$ cat config.mk
export PLATFORM = sky130hd
export DESIGN_NAME = alu_op_sequencer_flat
export DESIGN_NICKNAME = d
export VERILOG_FILES = /design/src/rtl/alu_op_sequencer_if.sv /design/src/rtl/alu_op_sequencer.sv /design/src/flat_wrapper.sv
export SDC_FILE = /design/constraint.sdc
export NUM_CORES = 1
export LEC_CHECK = 0
export CAP_MARGIN = 20
export CORE_UTILIZATION = 25
export CTS_BUF_LIST = sky130_fd_sc_hd__clkbuf_16
export CTS_CLUSTER_DIAMETER = 60
export DETAILED_ROUTE_END_ITERATION = 10
export PLACE_DENSITY = 0.62
export SLEW_MARGIN = 10
export SYNTH_ARGS = -nofsm -noshare
export SYNTH_HDL_FRONTEND = slang
export SYNTH_SLANG_ARGS = --single-unit
$ cat constraint.sdc
create_clock -name clk -period 6.19 [get_ports clk]
set_input_delay 0.9285 -clock clk [delete_from_list [all_inputs] [get_ports clk]]
set_output_delay 0.9285 -clock clk [all_outputs]
set_load 0.02 [all_outputs]
$ cat src/rtl/alu_op_sequencer_if.sv
// Button/operand inputs, ALU return path and pipeline/display outputs of the ALU op sequencer.
// master is the sequencer side; slave is the board/pipeline side.
interface alu_op_sequencer_if #(
  parameter int N = 32
);
  logic [N-1:0] A_in;
  logic [N-1:0] B_in;
  logic [3:0]   op_btn;
  logic         mode_btn;
  logic [N-1:0] alu_result;
  logic [3:0]   alu_flags;
  logic [N-1:0] A_num;
  logic [N-1:0] B_num;
  logic [3:0]   op_sel;
  logic [1:0]   change_mode;
  logic         issue_valid;
  logic         busy;
  logic [N-1:0] result;
  logic [3:0]   flags;
  logic         result_valid;
  logic         err_multi;

  modport master (
    input  A_in, B_in, op_btn, mode_btn, alu_result, alu_flags,
    output A_num, B_num, op_sel, change_mode, issue_valid, busy,
           result, flags, result_valid, err_multi
  );

  modport slave (
    output A_in, B_in, op_btn, mode_btn, alu_result, alu_flags,
    input  A_num, B_num, op_sel, change_mode, issue_valid, busy,
           result, flags, result_valid, err_multi
  );
endinterface

$ cat src/rtl/alu_op_sequencer.sv
// Front-end controller for the lab ALU pipeline: button conditioning, single-op issue,
// fixed-latency result capture and the display mode counter.
module alu_op_sequencer #(
  parameter int N   = 32,
  parameter int LAT = 2
) (
  input logic                clk,
  input logic                reset,
  alu_op_sequencer_if.master bus
);

  typedef enum logic [1:0] {
    IDLE  = 2'd0,
    ISSUE = 2'd1,
    WAIT  = 2'd2,
    DONE  = 2'd3
  } state_t;

  localparam int            CW       = (LAT > 1) ? $clog2(LAT) : 1;
  localparam logic [CW-1:0] CNT_LOAD = CW'(LAT - 1);
  localparam logic [CW-1:0] CNT_ZERO = CW'(0);
  localparam logic [CW-1:0] CNT_ONE  = CW'(1);

  function automatic logic is_one_hot(input logic [3:0] v);
    return (v != 4'b0000) && ((v & (v - 4'b0001)) == 4'b0000);
  endfunction

  state_t       state_r;
  state_t       state_next_s;

  logic [3:0]   op_meta_r;
  logic [3:0]   op_sync_r;
  logic [3:0]   op_prev_r;
  logic         mode_meta_r;
  logic         mode_sync_r;
  logic         mode_prev_r;
  logic [3:0]   op_press_s;
  logic         mode_press_s;

  logic [N-1:0] a_num_r;
  logic [N-1:0] b_num_r;
  logic [3:0]   op_sel_r;
  logic [1:0]   mode_r;
  logic         issue_valid_r;
  logic         busy_r;
  logic [N-1:0] result_r;
  logic [3:0]   flags_r;
  logic         result_valid_r;
  logic         err_multi_r;
  logic [CW-1:0] cnt_r;

  logic [N-1:0] a_num_next_s;
  logic [N-1:0] b_num_next_s;
  logic [3:0]   op_sel_next_s;
  logic [1:0]   mode_next_s;
  logic         issue_next_s;
  logic         busy_next_s;
  logic [N-1:0] result_next_s;
  logic [3:0]   flags_next_s;
  logic         rv_next_s;
  logic         err_next_s;
  logic [CW-1:0] cnt_next_s;

  // Two-flop synchronizers plus a previous-value flop for rising-edge detection.
  always_ff @(posedge clk or posedge reset) begin
    if (reset) begin
      op_meta_r   <= 4'b0000;
      op_sync_r   <= 4'b0000;
      op_prev_r   <= 4'b0000;
      mode_meta_r <= 1'b0;
      mode_sync_r <= 1'b0;
      mode_prev_r <= 1'b0;
    end else begin
      op_meta_r   <= bus.op_btn;
      op_sync_r   <= op_meta_r;
      op_prev_r   <= op_sync_r;
      mode_meta_r <= bus.mode_btn;
      mode_sync_r <= mode_meta_r;
      mode_prev_r <= mode_sync_r;
    end
  end

  assign op_press_s   = op_sync_r & ~op_prev_r;
  assign mode_press_s = mode_sync_r & ~mode_prev_r;

  // FSM state register.
  always_ff @(posedge clk or posedge reset) begin
    if (reset) begin
      state_r <= IDLE;
    end else begin
      state_r <= state_next_s;
    end
  end

  // Next-state logic.
  always_comb begin
    state_next_s = state_r;
    case (state_r)
      IDLE: begin
        if (is_one_hot(op_press_s)) begin
          state_next_s = ISSUE;
        end else begin
          state_next_s = IDLE;
        end
      end
      ISSUE: state_next_s = WAIT;
      WAIT: begin
        if (cnt_r == CNT_ZERO) begin
          state_next_s = DONE;
        end else begin
          state_next_s = WAIT;
        end
      end
      DONE:    state_next_s = IDLE;
      default: state_next_s = IDLE;
    endcase
  end

  // Next values for every registered output; strobes follow the state being entered.
  always_comb begin
    a_num_next_s  = a_num_r;
    b_num_next_s  = b_num_r;
    op_sel_next_s = op_sel_r;
    result_next_s = result_r;
    flags_next_s  = flags_r;
    cnt_next_s    = cnt_r;
    err_next_s    = 1'b0;
    case (state_r)
      IDLE: begin
        if (is_one_hot(op_press_s)) begin
          a_num_next_s  = bus.A_in;
          b_num_next_s  = bus.B_in;
          op_sel_next_s = op_press_s;
        end else if (op_press_s != 4'b0000) begin
          err_next_s = 1'b1;
        end else begin
          err_next_s = 1'b0;
        end
      end
      ISSUE: cnt_next_s = CNT_LOAD;
      WAIT: begin
        if (cnt_r == CNT_ZERO) begin
          result_next_s = bus.alu_result;
          flags_next_s  = bus.alu_flags;
        end else begin
          cnt_next_s = cnt_r - CNT_ONE;
        end
      end
      DONE:    cnt_next_s = CNT_ZERO;
      default: cnt_next_s = CNT_ZERO;
    endcase
    if (mode_press_s) begin
      mode_next_s = mode_r + 2'd1;
    end else begin
      mode_next_s = mode_r;
    end
    issue_next_s = (state_next_s == ISSUE);
    busy_next_s  = (state_next_s == ISSUE) || (state_next_s == WAIT);
    rv_next_s    = (state_next_s == DONE);
  end

  // Output and counter registers; reset aborts any operation in flight.
  always_ff @(posedge clk or posedge reset) begin
    if (reset) begin
      a_num_r        <= {N{1'b0}};
      b_num_r        <= {N{1'b0}};
      op_sel_r       <= 4'b0000;
      mode_r         <= 2'b00;
      issue_valid_r  <= 1'b0;
      busy_r         <= 1'b0;
      result_r       <= {N{1'b0}};
      flags_r        <= 4'b0000;
      result_valid_r <= 1'b0;
      err_multi_r    <= 1'b0;
      cnt_r          <= CNT_ZERO;
    end else begin
      a_num_r        <= a_num_next_s;
      b_num_r        <= b_num_next_s;
      op_sel_r       <= op_sel_next_s;
      mode_r         <= mode_next_s;
      issue_valid_r  <= issue_next_s;
      busy_r         <= busy_next_s;
      result_r       <= result_next_s;
      flags_r        <= flags_next_s;
      result_valid_r <= rv_next_s;
      err_multi_r    <= err_next_s;
      cnt_r          <= cnt_next_s;
    end
  end

  assign bus.A_num        = a_num_r;
  assign bus.B_num        = b_num_r;
  assign bus.op_sel       = op_sel_r;
  assign bus.change_mode  = mode_r;
  assign bus.issue_valid  = issue_valid_r;
  assign bus.busy         = busy_r;
  assign bus.result       = result_r;
  assign bus.flags        = flags_r;
  assign bus.result_valid = result_valid_r;
  assign bus.err_multi    = err_multi_r;

endmodule

$ cat src/flat_wrapper.sv
// flat-port wrapper written by rule: the top's interface ports become plain ports
module alu_op_sequencer_flat 
#(
  parameter int N   = 32,
  parameter int LAT = 2
)
  (clk, reset, bus_A_in, bus_B_in, bus_op_btn, bus_mode_btn, bus_alu_result, bus_alu_flags, bus_A_num, bus_B_num, bus_op_sel, bus_change_mode, bus_issue_valid, bus_busy, bus_result, bus_flags, bus_result_valid, bus_err_multi);
  alu_op_sequencer_if #(.N(N)) bus_i ();
  input logic clk;
  input logic reset;
  input wire logic [$bits(bus_i.A_in)-1:0] bus_A_in;
  input wire logic [$bits(bus_i.B_in)-1:0] bus_B_in;
  input wire logic [$bits(bus_i.op_btn)-1:0] bus_op_btn;
  input wire logic [$bits(bus_i.mode_btn)-1:0] bus_mode_btn;
  input wire logic [$bits(bus_i.alu_result)-1:0] bus_alu_result;
  input wire logic [$bits(bus_i.alu_flags)-1:0] bus_alu_flags;
  output wire logic [$bits(bus_i.A_num)-1:0] bus_A_num;
  output wire logic [$bits(bus_i.B_num)-1:0] bus_B_num;
  output wire logic [$bits(bus_i.op_sel)-1:0] bus_op_sel;
  output wire logic [$bits(bus_i.change_mode)-1:0] bus_change_mode;
  output wire logic [$bits(bus_i.issue_valid)-1:0] bus_issue_valid;
  output wire logic [$bits(bus_i.busy)-1:0] bus_busy;
  output wire logic [$bits(bus_i.result)-1:0] bus_result;
  output wire logic [$bits(bus_i.flags)-1:0] bus_flags;
  output wire logic [$bits(bus_i.result_valid)-1:0] bus_result_valid;
  output wire logic [$bits(bus_i.err_multi)-1:0] bus_err_multi;
  assign bus_i.A_in = bus_A_in;
  assign bus_i.B_in = bus_B_in;
  assign bus_i.op_btn = bus_op_btn;
  assign bus_i.mode_btn = bus_mode_btn;
  assign bus_i.alu_result = bus_alu_result;
  assign bus_i.alu_flags = bus_alu_flags;
  assign bus_A_num = bus_i.A_num;
  assign bus_B_num = bus_i.B_num;
  assign bus_op_sel = bus_i.op_sel;
  assign bus_change_mode = bus_i.change_mode;
  assign bus_issue_valid = bus_i.issue_valid;
  assign bus_busy = bus_i.busy;
  assign bus_result = bus_i.result;
  assign bus_flags = bus_i.flags;
  assign bus_result_valid = bus_i.result_valid;
  assign bus_err_multi = bus_i.err_multi;
  alu_op_sequencer #(.N(N), .LAT(LAT)) u_core (.clk(clk), .reset(reset), .bus(bus_i));
endmodule
# Yosys cells after proc, flatten, opt, wreduce, memory -nomap -nowiden
# Index checks and enable logic that the tools add are counted.
# totals
elab_cells	49
register_bits	128
in_bits	107
out_inout_bits	110
# op_classes
n_bitwise	6
n_reduce_logical	8
eq_ne	6
addsub	3
mux	8
# op_table
op	count
4-bit AND	2
2-bit == test (second input constant)	4
2-bit one-hot mux with 4 select lines	1
1-bit two-way mux	6
2-bit by 1-bit == test with 1-bit output (second input constant)	2
4-bit zero test	1
4-bit NOT	1
2-bit AND reduction	2
4-bit nonzero test	1
4-bit by 1-bit subtractor with 4-bit output (second input constant)	1
1-bit one-hot mux with 3 select lines	1
3-bit nonzero test	1
2-bit by 1-bit adder with 2-bit output (second input constant)	1
2-bit zero test	1
1-bit NOT	2
1-bit AND	1
1-bit logical AND	1
1-bit logical OR	1
1-bit subtractor (second input constant)	1

# Depth between registers and ports, before layout
# Gate-level depths: netlist of the first run.
# depth
depth_word	10
mapped_depth	9
mapped_depth_nobuf	7

# Worst setup path before layout of the first run
# Ideal clock, no wire load.
# synth_path
path_type	register -> register
from	register u_core.state_r[0]
to	register u_core.busy_r, in the netlist u_core.bus.busy
setup_ns	0.063
path_stages_with_launch	9
n_path_buf	2
t_required_ns	6.127
slack_ns	4.388
arrival_ns	1.739
cell_sequence	dfrtp_1 > inv_1 > ha_1 > nor2b_1 > clkbuf_1 > buf_2 > a21o_1 > ha_1 > inv_1
# synth_via
elab_chain_cells	4
elab_cells_between_ends	8
# synth_rtl
item	line	source
start: declaration	alu_op_sequencer.sv:28	state_t state_r;
start signal: assignment	alu_op_sequencer.sv:91	state_r <= state_next_s;
2-bit == test, or another cell as far along	alu_op_sequencer.sv:98	case (state_r)
2-bit one-hot mux with 4 select lines *	alu_op_sequencer.sv:98	
via u_core.state_next_s[0]	alu_op_sequencer.sv:29	state_t state_next_s;
2-bit by 1-bit == test with 1-bit output or 2-bit == test (tied branches)	alu_op_sequencer.sv:158	busy_next_s = (state_next_s == ISSUE) || (state_next_s == WAIT);
1-bit logical OR *	alu_op_sequencer.sv:158	
via u_core.busy_next_s	alu_op_sequencer.sv:57	logic busy_next_s;
end signal: assignment	alu_op_sequencer.sv:182	busy_r <= busy_next_s;
end: declaration	alu_op_sequencer.sv:45	logic busy_r;
# Mark *: on every way through the listed nets, which the timed path passes. The rest lies on a longest branch.
# A chain may end at the register's enable or synchronous reset.

# Worst setup path after layout of the first run
# layout_path
from	register u_core.state_r[0]
to	register u_core.b_num_r[27], in the netlist u_core.bus.B_num[27]
# layout_via
elab_chain_cells	2
# layout_rtl
item	line	source
2-bit zero test	alu_op_sequencer.sv:128	case (state_r)
2-bit AND reduction (no line)	-	
end signal: assignment	alu_op_sequencer.sv:166	b_num_r <= {N{1'b0}};
end signal: assignment	alu_op_sequencer.sv:178	b_num_r <= b_num_next_s;
end: declaration	alu_op_sequencer.sv:41	logic [N-1:0] b_num_r;
# Every way passes these cells.

==> results.txt, run 1 <==
Num CTS Buffers - 17
Clock Sinks - 128
critical-path maximum fanout - 55
Syn Nets - 410
worst path required time - 6.47 ns
status - complete, no violations
clock root buffer - clkbuf_16
drt pass-1 iters - 4
layout cells sized above 1 - 0.1996
largest family of logic cells by synthesized area - multiplexers
Placeable Area - 19650 um^2
initial drt markers - 80
Final Max Slew Viols - 0
CP Capture Type - flip-flop
FF-to-FF path depth - 6
Synth warnings - 0
Post-Syn Area per Cell - 17.01 um^2
PnR Total Power - 4.462 mW
Non-Filler Instances - 801
Die Ht - 144.1 um
n_diodes - 0
Max Freq - 365.6 MHz
final wirelength - 11650 um
fin crit share - 0.4418
Slew headroom - 0.3122
CP arrival - 3.02 ns
r2r setup slk - 3.46 ns
most frequent cells in the layout - clkdlybuf4s50_1 (216), dfrtp_1 (128), mux2_4 (49), mux2_1 (36), clkbuf_16 (17)
Worst setup startpoint - u_core.state_r[0]
Skew-Pair Late Insertion Delay - 0.41 ns
Distinct cells, synth - 32
vias in the first global route - 3432
Compound-Gate Fraction of Synth Area - 0.02452
Clock Skew - 0.006566 ns
critical path class - flip-flop to flip-flop
worst setup margin - 3.455 ns
setup repair bufs after CTS - 0
Hold Fails Final Rpt - 0
# setup viols final - 0
Hold WC Path Type - flip-flop to flip-flop
Cell Area, Synth - 5051 um^2
minimum clock period - 2.735 ns
first-pass GRT wire length - 17650 um
Post-Synth Simple-Gate Area - 0.02898
H-tree levels - 4
commonest non-fill, non-tap cell in the layout - clkdlybuf4s50_1
RSZ-0062 raised after global routing - false
worst hold endpoint - u_core.op_sync_r[0]
Post-layout nets - 636
number of antenna violations at the first check in global routing - 0
Die X - 144.1 um
Static Leak - 3.388 nW
row count - 51
CP Launch Type - flip-flop
Initial Util - 0.2570
drt wl/cell - 14.54 um
hold buffer count at CTS - 0
port bufs - 216
cts repair resizes - 0
Worst R2R End - u_core.bus.B_num[27]
r2r startpoint - u_core.state_r[0]
Layout fillers - 1855
via/cell ratio - 3.990
Clock Pin Slew Worst Setup and Hold Paths - 0.06 ns
CTS tree - done
Hold Path Depth - 0
Syn-to-layout area delta - 59.40%
mux cell area share after synthesis - 0.2594
Seq/Total Area, Yosys - 0.6341
die area - 20780 um^2
Yosys reg bits - 128
hold wc startpoint - u_core.op_meta_r[0]
clock buffer depth - 2
total vias in the final route - 3196
Antenna Nets Post-Route - 0
Max-Cap Viols - 0
IO Pins - 217
GRT Total Usage - 0.1139
routability cong. - 0.7846
dpl ws - 3.339 ns
largest net degree at the start of global routing - 82
post-synthesis cell count - 297
worst vdd ir - 0.0002218 V
Post-Synth Adder-Cell Area - 0.01486
Post-Synth XOR/XNOR Area - 0.005202
Detail Placement HPWL - 8416 um
placed cells - 768
# DRC - 0
Min Hold Slack - 0.3461 ns
TNS Setup - 0 ns
power density over the cells - 554.2 nW/um^2
total gr overflow - 0
Worst-Margin Slew - 1.029 ns
[report_power, final]
group | total [mW] | internal (mW) | switching, mW
registers | 1.42 | 1.22 | 0.203
logic | 2.06 | 1.13 | 0.925
clock network | 0.982 | 0.596 | 0.385
[cell usage after synthesis]
library cell | count | area share
nand3b_1 | 1 | 0.0015
mux2_4 | 49 | 0.15
nor2b_1 | 1 | 0.0012
xnor2_1 | 3 | 0.0052
o22ai_1 | 1 | 0.0012
buf_12 | 5 | 0.020
clkbuf_1 | 1 | 0.00074
buf_2 | 5 | 0.0050
ha_1 | 6 | 0.015
nand2_1 | 4 | 0.0030
buf_6 | 1 | 0.0022
o21ai_0 | 4 | 0.0040
nand2b_1 | 5 | 0.0062
o2111ai_1 | 1 | 0.0017
dfrtp_1 | 128 | 0.63
o41ai_1 | 1 | 0.0017
a211oi_1 | 1 | 0.0015
nor3b_1 | 1 | 0.0015
o21ai_1 | 4 | 0.0040
nand3_1 | 2 | 0.0020
nor3_2 | 1 | 0.0020
nor2_1 | 3 | 0.0022
a21oi_1 | 2 | 0.0020
mux2_1 | 36 | 0.080
a21o_1 | 1 | 0.0015
a31oi_2 | 1 | 0.0025
nor2_2 | 1 | 0.0012
nor2b_4 | 3 | 0.0082
inv_1 | 7 | 0.0052
mux2_2 | 15 | 0.033
o31ai_1 | 2 | 0.0030
o211ai_1 | 1 | 0.0015
[layer usage]
| metal | share of wire | global-route usage | vias to the layer above |
|---|---|---|---|
| li1 | - | - | 1492 |
| met1 | 0.41 | 0.1308 | 1577 |
| met2 | 0.50 | 0.1912 | 117 |
| met3 | 0.080 | 0.04437 | 10 |
| met4 | 0.012 | 0.04211 | 0 |
| met5 | 0 | 0 | - |
[worst max-delay path by stage]
stage,end,slack [ns],depth (start not counted)
after floorplan,u_core.bus.A_num[0],1.85,1
after global placement,u_core.op_meta_r[2],3.39,3
after detailed placement,u_core.bus.A_num[12],3.34,3
after CTS,u_core.bus.B_num[27],3.42,6
after global routing,u_core.bus.busy,3.25,8
final,u_core.bus.B_num[27],3.46,6
[cell families (layout without fill, tap and decap cells)]
| group | after synthesis | in the layout |
|---|---|---|
| buffers and inverters | 19 | 258 |
| adders and majority gates | 6 | 6 |
| DFF | 128 | 128 |
| AOI/OAI and AO/OA | 19 | 19 |
| xor gates and xnor gates | 3 | 3 |
| muxes | 100 | 100 |
| and+or+nand+nor | 22 | 22 |
[critical path: stages (launching register included)]
cell     delay, ns
dfrtp_1       0.38
inv_1         0.11
ha_1          0.29
o21ai_1       0.14
a31oi_4       0.41
buf_4         0.82
mux2_1        0.39
[layout make-up]
class / count / area (um^2) / area share
sequential: 128 / 3203 / 0.3978
timing repair buffer: 219 / 2205 / 0.2738
multi-input combinational: 150 / 1698 / 0.2109
clock buffer: 17 / 425.4 / 0.05284
tap: 265 / 331.6 / 0.04118
clock inverter: 15 / 160.2 / 0.01989
inverter: 7 / 28.78 / 0.003574
[flip-flops by register name, summed over array words and instances (netlist names)]
| register | flops |
|---|---|
| u_core.mode_sync_r | 1 |
| u_core.cnt_r | 1 |
| u_core.op_sync_r | 4 |
| u_core.state_r | 2 |
| u_core.mode_prev_r | 1 |
| u_core.bus.op_sel | 4 |
| u_core.bus.flags | 4 |
| u_core.bus.err_multi | 1 |
| u_core.bus.A_num | 32 |
| u_core.bus.change_mode | 2 |
| u_core.bus.B_num | 32 |
| u_core.mode_meta_r | 1 |
| u_core.bus.result_valid | 1 |
| u_core.op_meta_r | 4 |
| u_core.bus.result | 32 |
| u_core.op_prev_r | 4 |
| u_core.bus.busy | 1 |
| u_core.bus.issue_valid | 1 |
[stage by stage]
stage	util	instance area, um^2
2_1_floorplan	-	5051
3_3_place_gp	0.3785	7438
3_5_place_dp	0.3785	7438
4_1_cts	0.4083	8024
5_1_grt	0.4097	8051
6_report	0.4097	8051
(Power assumes the default switching activity.)
==> run 2: changes to the inputs <==
PLACE_DENSITY = 0.64   (was 0.62)
clock period = 2.3 ns   (was 6.19 ns; I/O delays follow)
==> run 2 against run 1 <==
Maximum frequency grew 42%. Cell count grew 0.50%. Sequential cell count is the same. Wire length shrank 0.75%. Die area is the same. Sequential share of layout area shrank 0.12 points. First-iteration DRC count grew 18%. Critical path type unchanged. Critical endpoint is now u_core.bus.busy.
==> results.txt, run 2 (same netlist as run 1, synthesis figures left out) <==
drt wl/cell - 14.36 um (-1.2%)
r2r startpoint - u_core.op_sync_r[1]
Final Max Slew Viols - 0 (unchanged)
power density over the cells - 1465 nW/um^2 (+160%)
via/cell ratio - 4.039 (+1.2%)
Max Freq - 519.3 MHz (+42%)
Num CTS Buffers - 17 (unchanged)
clock buffer depth - 2 (unchanged)
# DRC - 0 (unchanged)
Placeable Area - 19650 um^2 (unchanged)
IO Pins - 217 (unchanged)
hold buffer count at CTS - 0 (unchanged)
Slew headroom - 0.7330 (+0.4208)
largest net degree at the start of global routing - 74 (-9.8%)
Max-Cap Viols - 0 (unchanged)
row count - 51 (unchanged)
Min Hold Slack - 0.3493 ns (+0.003136 ns)
Initial Util - 0.2570 (unchanged)
routability cong. - 0.7892 (+0.59%)
minimum clock period - 1.926 ns (-0.8092 ns)
Clock Sinks - 128 (unchanged)
Syn-to-layout area delta - 59.90%
final wirelength - 11560 um (-0.75%)
total gr overflow - 0 (unchanged)
Hold WC Path Type - flip-flop to flip-flop
commonest non-fill, non-tap cell in the layout - clkdlybuf4s50_1
critical path class - flip-flop to flip-flop
GRT Total Usage - 0.1139 (about the same)
Clock Skew - 0.008904 ns (+0.002339 ns)
initial drt markers - 94 (+18%)
fin crit share - 0.8373 (+0.3955)
PnR Total Power - 11.83 mW (+170%)
Detail Placement HPWL - 8456 um (+0.47%)
worst path required time - 2.64 ns (-3.83 ns)
setup repair bufs after CTS - 0 (unchanged)
layout cells sized above 1 - 0.2056 (+0.005929)
CTS tree - done
total vias in the final route - 3251 (+1.7%)
Die Ht - 144.1 um (unchanged)
cts repair resizes - 0 (unchanged)
hold wc startpoint - u_core.op_meta_r[1]
Worst-Margin Slew - 0.4005 ns (-0.6290 ns)
CP Capture Type - flip-flop
Hold Fails Final Rpt - 0 (unchanged)
# setup viols final - 0 (unchanged)
Static Leak - 3.399 nW (+0.32%)
Clock Pin Slew Worst Setup and Hold Paths - 0.06 ns (about the same)
Worst R2R End - u_core.bus.busy
crit path capture - u_core.bus.busy
worst vdd ir - 0.0007273 V (+230%)
Antenna Nets Post-Route - 0 (unchanged)
number of antenna violations at the first check in global routing - 0 (unchanged)
clock root buffer - clkbuf_16
FF-to-FF path depth - 8 (+2)
critical-path maximum fanout - 11 (-80%)
most frequent cells in the layout - clkdlybuf4s50_1 (216), dfrtp_1 (128), mux2_4 (49), mux2_1 (36), clkbuf_16 (17)
die area - 20780 um^2 (unchanged)
vias in the first global route - 3439 (+0.20%)
Skew-Pair Late Insertion Delay - 0.41 ns (about the same)
Post-layout nets - 640 (+0.63%)
CP Launch Type - flip-flop
n_diodes - 0 (unchanged)
RSZ-0062 raised after global routing - false
r2r setup slk - 0.37 ns (-3.08 ns)
H-tree levels - 4 (unchanged)
drt pass-1 iters - 4 (unchanged)
CP arrival - 2.27 ns (-0.75 ns)
port bufs - 216 (unchanged)
first-pass GRT wire length - 17840 um (+1.1%)
Worst setup startpoint - u_core.op_sync_r[1]
status - complete, no violations
TNS Setup - 0 ns (unchanged)
Die X - 144.1 um (unchanged)
## run 2: cell types whose count changed in the layout (fill, tap and decap cells not counted), sizes merged
cell,delta
bufinv,-2
inv,-1
buf,+4
clkinv,+3
## run 2: worst max-delay path: stages, from the launching register on
cell	delay [ns]
dfrtp_1	0.39
nor2b_4	0.15
nor3_2	0.26
o21ai_1	0.13
a31oi_4	0.25
buf_4	0.25
a21o_1	0.14
ha_1	0.23
inv_1	0.06
## run 2: layout make-up
class,count,area (um^2)
Fill cell,1848,11580
Sequential cell,128,3203
Timing Repair Buffer,223,2277
Multi-Input combinational cell,150,1698
Clock buffer,17,425.4
Tap cell,265,331.6
Clock inverter,15,111.4
Inverter,7,30.03
## run 2: worst min-delay path by stage
stage	endpoint	slack, ns	depth (start not counted)
2_1_floorplan	u_core.mode_sync_r	0.33	0
6_report	u_core.op_sync_r[1]	0.35	0
3_3_place_gp	u_core.op_sync_r[2]	0.33	0
5_1_grt	u_core.op_sync_r[2]	0.35	0
4_1_cts	u_core.mode_meta_r	0.35	1
3_5_place_dp	u_core.mode_sync_r	0.34	0
## run 2: stage by stage
step | util | instances | area [um^2] | worst slack, ns
5_1_grt | 0.4109 | 805 | 8077 | 0.1991
4_1_cts | 0.4109 | 805 | 8077 | 0.3427
3_3_place_gp | 0.3836 | 773 | 7540 | 0.4409
6_report | 0.4109 | 805 | 8077 | 0.3742
2_1_floorplan | - | 297 | 5055 | 0.3738
3_5_place_dp | 0.3836 | 773 | 7540 | 0.3608
## run 2: layer usage
layer  vias up  wire (um)  track usage
met1      1609       4721       0.1311
met5         -          0            0
li1       1495          -            -
met4         0        223      0.05540
met3        16        886      0.03543
met2       131       5727       0.1920
## run 2: where the power goes
group | internal [mW] | switching (mW)
Combinational | 3.11 | 2.48
Clock | 1.38 | 1.03
Sequential | 3.28 | 0.550
Total | 7.77 | 4.06
